**config.mk**
```make
export PLATFORM = sky130hd
export DESIGN_NAME = br_flow_upsizer
export DESIGN_NICKNAME = d
export VERILOG_FILES = /design/src/rtl/br_flow_upsizer.sv
export SDC_FILE = /design/constraint.sdc
export NUM_CORES = 1
export LEC_CHECK = 0
export CAP_MARGIN = 15
export CORE_AREA = 2 2 39 41
export CTS_CLUSTER_SIZE = 28
export DETAILED_ROUTE_END_ITERATION = 10
export DIE_AREA = 0 0 41 43
export GPL_ROUTABILITY_DRIVEN = 1
export GPL_TIMING_DRIVEN = 1
export MAX_ROUTING_LAYER = met4
export PLACE_DENSITY = 0.6
export SLEW_MARGIN = 10
export SYNTH_ARGS = -nofsm -noshare
export SYNTH_HDL_FRONTEND = slang
export SYNTH_SLANG_ARGS = --single-unit
```
**constraint.sdc**
```tcl
create_clock -name clk -period 1.1 [get_ports clk]
set_input_delay 0.22 -clock clk [delete_from_list [all_inputs] [get_ports clk]]
set_output_delay 0.22 -clock clk [all_outputs]
set_load 0.005 [all_outputs]
```
**src/rtl/br_flow_upsizer.sv**
```systemverilog
// br_flow_upsizer: packs Ratio narrow ready/valid beats into one registered wide word, lane 0 first.
// Optional feature macro: BR_FLOW_UPSIZER_WORD_COUNT_EN adds the pop_word_count output.
module br_flow_upsizer #(
    parameter int Width      = 1,
    parameter int Ratio      = 2,
    parameter int CountWidth = 8
) (
    input  logic                       clk,
    input  logic                       rst,
    output logic                       push_ready,
    input  logic                       push_valid,
    input  logic [Width-1:0]           push_data,
    input  logic                       push_last,
    input  logic                       pop_ready,
    output logic                       pop_valid,
    output logic [Width*Ratio-1:0]     pop_data,
    output logic [$clog2(Ratio+1)-1:0] pop_beats,
    output logic                       pop_last
`ifdef BR_FLOW_UPSIZER_WORD_COUNT_EN
    ,
    output logic [CountWidth-1:0]      pop_word_count
`endif
);

    localparam int IdxWidth   = $clog2(Ratio);
    localparam int BeatsWidth = $clog2(Ratio + 1);

    if (Width < 1) begin : g_bad_width
        $error("br_flow_upsizer: Width must be >= 1");
    end
    if (Ratio < 2) begin : g_bad_ratio
        $error("br_flow_upsizer: Ratio must be >= 2");
    end
    if (CountWidth < 1) begin : g_bad_count_width
        $error("br_flow_upsizer: CountWidth must be >= 1");
    end

    logic [IdxWidth-1:0]    idx;
    logic                   push_hs;
    logic                   pop_hs;
    logic                   closes;
    logic                   clear_others;
    logic [Width*Ratio-1:0] lanes_next;

    // A held word blocks new beats only while downstream is stalling it.
    assign push_ready   = !pop_valid || pop_ready;
    assign push_hs      = push_valid && push_ready;
    assign pop_hs       = pop_valid && pop_ready;
    assign closes       = push_last || (idx == IdxWidth'(Ratio - 1));
    assign clear_others = pop_hs || (idx == '0);

    // Starting a new word zeroes every other lane so partial words read 0 above the last beat.
    always_comb begin
        lanes_next = pop_data;
        for (int i = 0; i < Ratio; i++) begin
            if (push_hs) begin
                if (IdxWidth'(i) == idx) begin
                    lanes_next[i*Width +: Width] = push_data;
                end else if (clear_others) begin
                    lanes_next[i*Width +: Width] = '0;
                end
            end
        end
    end

    always_ff @(posedge clk) begin
        if (rst) begin
            pop_data  <= '0;
            pop_valid <= 1'b0;
            pop_beats <= '0;
            pop_last  <= 1'b0;
            idx       <= '0;
        end else begin
            pop_data <= lanes_next;
            if (push_hs && closes) begin
                pop_valid <= 1'b1;
                pop_beats <= BeatsWidth'(idx) + BeatsWidth'(1);
                pop_last  <= push_last;
                idx       <= '0;
            end else begin
                if (pop_ready) begin
                    pop_valid <= 1'b0;
                end
                if (push_hs) begin
                    idx <= idx + IdxWidth'(1);
                end
            end
        end
    end

`ifdef BR_FLOW_UPSIZER_WORD_COUNT_EN
    always_ff @(posedge clk) begin
        if (rst) begin
            pop_word_count <= '0;
        end else if (pop_hs) begin
            pop_word_count <= pop_word_count + CountWidth'(1);
        end
    end
`endif

`ifndef SYNTHESIS
    // Previous-cycle snapshots for the stability checks on both interfaces.
    logic                   chk_pop_hold_q;
    logic [Width*Ratio-1:0] chk_pop_data_q;
    logic [BeatsWidth-1:0]  chk_pop_beats_q;
    logic                   chk_pop_last_q;
    logic                   chk_push_hold_q;
    logic [Width-1:0]       chk_push_data_q;

    always_ff @(posedge clk) begin
        if (rst) begin
            chk_pop_hold_q  <= 1'b0;
            chk_push_hold_q <= 1'b0;
        end else begin
            chk_pop_hold_q  <= pop_valid && !pop_ready;
            chk_push_hold_q <= push_valid && !push_ready;
        end
        chk_pop_data_q  <= pop_data;
        chk_pop_beats_q <= pop_beats;
        chk_pop_last_q  <= pop_last;
        chk_push_data_q <= push_data;
    end

    always_ff @(posedge clk) begin
        if (!rst) begin
            if (chk_pop_hold_q) begin
                assert (pop_data == chk_pop_data_q && pop_beats == chk_pop_beats_q &&
                        pop_last == chk_pop_last_q);
            end
            if (chk_push_hold_q) begin
                assert (push_valid && push_data == chk_push_data_q);
            end
            if (pop_valid) begin
                assert (pop_beats != '0 && pop_beats <= BeatsWidth'(Ratio));
            end
        end
    end
`endif

endmodule

```
==> metrics, run 1 <==
Placeable Area roughly 1400 um^2; top-area cell type share of the netlist area 49.34%; final setup margin -0.1323 ns; crit-path cells and2b_2 -> buf_6 -> or4_4 -> a21oi_2; Fin Clk Skew 0.003504 ns; Pre-antenna DRT Iters 2; clock sinks 7; Setup TNS Final -0.2928 ns; Initial Utilization between 20% and 30%; CP Launch Type flip-flop; GRT overflow 0; io pins 13; Syn Std Cell Area approximately 280 um^2; Storage cell area roughly 140 um^2; Avg WL per Cell roughly 11 um; Relative slew margins between 80% and 90%; placed cell count 67; post-synthesis xor/xnor area fraction 0%; fin util between 40% and 50%; Max Slew Vio Count 0; Post-route DRC 0; Seq cells post-synth 7; Worst setup EP type flip-flop; delay-heaviest family, CP simple AND/OR/NAND/NOR gates; DRT Wirelength between 800 and 900 um; cell count after synthesis 32; Hold WS around 0.47 ns; final total power around 640 uW; initial antenna violation count 0; worst-skew pair later-pin latency roughly 0.25 ns; CTS hold repair buffers 0; ant diodes 0; CP Launch Point pop_valid; worst-path fanout max 2; Post-Synth Simple-Gate Area 22.91%; CP required about 1.3 ns; critical path class reg2reg; arrival time at the worst endpoint between 1 and 1.5 ns; Static Leak between 0.2 and 0.3 nW; CTS tree built; Seq/Total Area, Yosys 49.34%; Min-Delay Path Class reg2reg; post-route ant nets 0; Yosys cell types 19; final setup vio count 4; worst stage delay on the critical path 0.41 ns; GP Congestion ~0.73; syn_nets 38; post-synthesis compound-gate area fraction between 20% and 30%; MaxCap Viol Count 0; root buf cell clkbuf_4; Slowest-stage cell, CP or4_4; worst hold start pop_data[0]; outcome complete, but fails checks; share of cells above drive strength 1 49.12%; Multi-input gate area 176.4 um^2; Layout Cells excl Fill 73; clock slew at reported path FFs around 0.05 ns; total of warnings raised by yosys 0; vias in the first global route 362; syn_area_per_cell 8.876 um^2; Adder-Cell Fraction of Synth Area 0%; RR Startpoint pop_valid; Area growth syn-to-layout 101.3%; routed via count ~330; largest family of logic cells by synthesized area simple AND/OR/NAND/NOR gates; number of DRC violations after detailed-routing iteration 0 7; H-tree lvl count 1; Post-DP HPWL ~560 um; buffers plus inverters on the worst setup path 1; vias per cell 4.548; Fin. Hold Viols 0; RSZ-0062 raised after global routing true; post-layout min period 1.232 ns; Clock Path Buffers 2; failing checks setup timing; Die ar. between 1500 and 2000 um^2; PwrDens approximately 1100 nW/um^2; buffers added on ports 12; post-synthesis mux area share 0%; gr usage total a little under an eighth; Final nets 64; Die H 43 um; first-pass GRT wire length roughly 1300 um; fin crit share 112.0%; Filler Cell Count ~150; maximum vdd drop around 0.00066 V; largest net degree at the start of global routing 7; Die W a little over 40 um; CTS buffer count 3; Synth area leaders dfxtp_1 (49%), a21oi_1 (7.0%), o21ai_0 (5.3%); cell taking the most area after synthesis dfxtp_1; worst slew pin tran 0.2283 ns; fmax 811.5 MHz; Rows 14
[cell usage in the layout (no fill, tap or decap), types with 2 or more instances in the layout]
cell type and n:
dfxtp_2 2, buf_6 4, o21ai_0 2, clkbuf_4 3
dlygate4sd2_1 6, nor2b_1 2, a21oi_1 3, clkdlybuf4s50_1 4
dfxtp_1 5, buf_4 7, inv_2 2
[logic make-up (layout without fill, tap and decap cells)]
logic type / Yosys count / in the layout
flip-flops: 7 / 7
buffers and inverters: 4 / 29
AND/OR/NAND/NOR: 10 / 10
AO/OA/AOI/OAI: 11 / 11
[layer usage]
metal / GRT usage, % / routed length, um / share of wire [%] / vias to the layer above
li1: - / - / - / 167
met1: 14.56 / 367 / 44 / 151
met2: 15.63 / 395 / 48 / 12
met3: 5.236 / 62 / 7.5 / 2
met4: 6.000 / 5 / 0.60 / 0
met5: - / 0 / 0 / -
[power by group]
| part | leakage (nW) | total [mW] | internal [mW] | switching (mW) |
|---|---|---|---|---|
| Combinational | 0.180 | 0.130 | 0.0769 | 0.0529 |
| Sequential | 0.0582 | 0.277 | 0.270 | 0.00776 |
| Clock | 0.0150 | 0.232 | 0.138 | 0.0936 |
| Total | 0.253 | 0.639 | 0.485 | 0.154 |
[cells in the mapped netlist]
cell type and instances:
a21oi_1 4, a22o_1 1, a31oi_1 1, and2b_2 1, and3_2 1, buf_1 1, dfxtp_1 7, inv_1 2
inv_2 1, nand2_1 1, nand3_1 1, nand4_1 1, nand4b_1 1, nor2b_1 2, nor3_1 1, o21ai_0 3
o22ai_1 1, o31ai_1 1, or4_1 1
[metrics by stage]
step | instance area (um^2) | worst slack, ns
2_1_floorplan | 289.0 | 0.01423
3_3_place_gp | 485.5 | -0.5676
3_5_place_dp | 485.5 | -0.5682
4_1_cts | 521.8 | -0.2163
5_1_grt | 571.8 | -0.1582
6_report | 571.8 | -0.1323
[worst reg2reg max path, stage by stage (launching register included)]
cell and delay [ns]:
dfxtp_2 0.31, and2b_2 0.21, buf_6 0.12, or4_4 0.41, a21oi_2 0.12
[what timing repair did]
action	CTS	global route
setup endpoints to repair	13	8
resized for setup	17	11
buffers inserted	2	0
pin swaps	4	5
[final cells by class]
type	instances	area share [%]
well taps	16	3.501
flip-flops and latches	7	24.95
clock buffers	4	4.595
multi-input cells	21	30.85
inverters	3	1.969
repair buffers	22	34.14
[sequential cells by signal, summed over array words and instances (netlist names)]
name       count
pop_last       1
idx            1
pop_valid      1
pop_data       2
pop_beats      2
[final timing paths]
path / to / slack, ns / cells after the start
worst min-delay path: pop_data[0] / 0.47 / 2
worst max register to register: idx / -0.13 / 4
worst min register to register: pop_data[0] / 0.47 / 2
worst max-delay path: idx / -0.13 / 4
Note: power is estimated with default switching activity, not from simulation.
==> inputs of run 2 (changes only) <==
--- a/config.mk
+++ b/config.mk
@@ -14,7 +14,7 @@
 export GPL_TIMING_DRIVEN = 1
 export MAX_ROUTING_LAYER = met4
 export PLACE_DENSITY = 0.6
-export SLEW_MARGIN = 10
+export SLEW_MARGIN = 20
 export SYNTH_ARGS = -nofsm -noshare
 export SYNTH_HDL_FRONTEND = slang
 export SYNTH_SLANG_ARGS = --single-unit
==> results of run 2 <==
Same layout as run 1: the final DEF is identical, and so are final timing and power.
==> inputs of run 3 (changes only) <==
--- a/config.mk
+++ b/config.mk
@@ -6,6 +6,8 @@
 export NUM_CORES = 1
 export LEC_CHECK = 0
 export CAP_MARGIN = 15
+export CELL_PAD_IN_SITES_DETAIL_PLACEMENT = 0
+export CELL_PAD_IN_SITES_GLOBAL_PLACEMENT = 1
 export CORE_AREA = 2 2 39 41
 export CTS_CLUSTER_SIZE = 28
 export DETAILED_ROUTE_END_ITERATION = 10
@@ -13,7 +15,8 @@
 export GPL_ROUTABILITY_DRIVEN = 1
 export GPL_TIMING_DRIVEN = 1
 export MAX_ROUTING_LAYER = met4
-export PLACE_DENSITY = 0.6
+export PLACE_DENSITY = 0.75
+export REMOVE_ABC_BUFFERS = 1
 export SLEW_MARGIN = 20
 export SYNTH_ARGS = -nofsm -noshare
 export SYNTH_HDL_FRONTEND = slang
==> run 3 against run 2 <==
Effect of this change: the flow still finishes with violations (setup timing); flip-flop and latch count did not move; count of clock-buffer cells in the layout did not move; core utilization rose by 1.4 points; power rose by 3.7%; sequential share of layout area fell by 0.58 points; register-to-register slack barely moved; via count rose by 6.3%; sequential power barely moved.
==> metrics, run 3 (synthesis gave the netlist of run 1 again) <==
outcome complete, but fails checks; failing checks setup timing; root buf cell clkbuf_4; buffers added on ports 12; clock sinks 7; buffers plus inverters on the worst setup path 3; arrival time at the worst endpoint ~1.0 ns; maximum vdd drop 0.0006778 V; share of cells above drive strength 1 around half; final setup vio count 7; Die W approximately 40 um; Min-Delay Path Class reg2reg; Fin Clk Skew between 0.007 and 0.008 ns; largest net degree at the start of global routing 7; Fin. Hold Viols 0; final setup margin -0.1555 ns; number of DRC violations after detailed-routing iteration 0 7; critical path class reg2out; CTS buffer count 3; Post-DP HPWL around 570 um; CP required between 0.8 and 0.9 ns; final total power 662.6 uW; worst slew pin tran around 0.30 ns; worst-skew pair later-pin latency 0.26 ns; MaxCap Viol Count 0; io pins 13; Seq pwr share 42.1%; delay-heaviest family, CP flip-flops; initial antenna violation count 0; Placeable Area 1384 um^2; Avg WL per Cell roughly 13 um; ant diodes 0; CTS tree built; Die H between 40 and 50 um; most common cell after layout, fill and taps aside buf_4; H-tree lvl count 1; NetSw around 170 uW; post-place setup slack -0.5613 ns; Logic pwr share approximately a fifth; RSZ-0062 raised after global routing true; Static Leak between 0.2 and 0.3 nW; clock slew at reported path FFs around 0.060 ns; worst stage delay on the critical path between 0.3 and 0.4 ns; Worst setup EP type output pin; Slowest-stage cell, CP dfxtp_2; Int Power approximately 490 uW; Final nets 66; Storage cell area approximately 140 um^2; CP Launch Type flip-flop; Pre-antenna DRT Iters 4; CTS hold repair buffers 0; vias per cell between 4 and 5; Rows 14; worst-path fanout max 2; fmax approximately 800 MHz; routed via count 353; Filler Cell Count ~150; Relative slew margins 79.64%; Clock Path Buffers 2; Die ar. about 1800 um^2; top flop regs pop_beats x2, pop_data x2; clock power share a little under two fifths; CP most frequent cell buf_6; crit-path cells and2b_2 -> buf_6 -> inv_4 -> buf_6; gr usage total between 10 and 15%; Max Slew Vio Count 0; GP Congestion just over 0.7; Post-route DRC 0; post-route ant nets 0; DRT Wirelength around 1000 um; first-pass GRT wire length approximately 1500 um; Multi-input gate area around 170 um^2; post-layout min period 1.255 ns; vias in the first global route between 300 and 400; GRT overflow 0; Hold WS about 0.48 ns; Area growth syn-to-layout 107.9%; switch share roughly a quarter; most frequent cells in the layout buf_4 (7), buf_6 (6), dlygate4sd2_1 (5); Initial Utilization 20.52%; fin crit share 114.1%; PwrDens about 1100 nW/um^2
-- run 3: cell count changes in the layout (fill, tap and decap cells not counted), sizes merged --
cell           before  now
clkdlybuf4s15       0    1
dlygate4sd2         6    5
buf                12   14
-- run 3: cell type report --
cell class | instances | area share [%]
repair buffers | 24 | 37.08
multi-input cells | 21 | 28.39
flip-flops and latches | 7 | 24.36
clock buffers | 4 | 4.449
well taps | 16 | 3.390
inverters | 3 | 2.331
-- run 3: what timing repair did --
item,4_1_cts,5_1_grt
pin swaps,5,7
endpoints found under the hold margin,0,0
buffers inserted,2,2
endpoints found under the setup margin,13,8
resized for setup,21,13
-- run 3: worst paths after layout --
check / depth (start not counted) / from / slack [ns] / to
max reg2reg: 6 / pop_valid / -0.14 / pop_beats[1]
max: 4 / pop_valid / -0.16 / push_ready
min reg2reg: 2 / pop_data[0] / 0.48 / pop_data[0]
min: 2 / pop_data[0] / 0.48 / pop_data[0]
-- run 3: power groups by stage --
stage | clock network, mW | registers, mW | logic [mW]
2_1_floorplan | 0 | 0.283 | 0.0294
3_3_place_gp | 0 | 0.281 | 0.112
3_5_place_dp | 0 | 0.281 | 0.112
4_1_cts | 0.245 | 0.277 | 0.111
5_1_grt | 0.268 | 0.280 | 0.151
6_report | 0.245 | 0.279 | 0.139
-- run 3: metal layers --
layer | share of wire, % | vias to the layer above | global-route usage (%)
met5 | 0 | - | -
met4 | 3.3 | 0 | 12.00
met3 | 6.3 | 4 | 6.283
met2 | 53 | 18 | 19.38
met1 | 38 | 160 | 14.89
li1 | - | 171 | -
-- run 3: worst reg2reg max path, stage by stage, from the launching register on --
cell	delay (ns)
dfxtp_2	0.32
and2b_2	0.21
buf_6	0.12
inv_4	0.05
buf_6	0.10
nand3_1	0.11
a22o_1	0.21
-- run 3: through the flow --
stage	area, um^2	util, %	std cells	setup TNS [ns]
floorplan	280.3	-	31	-0.06158
global placement	480.5	34.72	67	-3.260
detailed placement	480.5	34.72	67	-3.116
CTS	523.0	37.79	73	-0.6212
global route	590.6	42.68	75	-1.022
finish	590.6	42.68	75	-0.6744
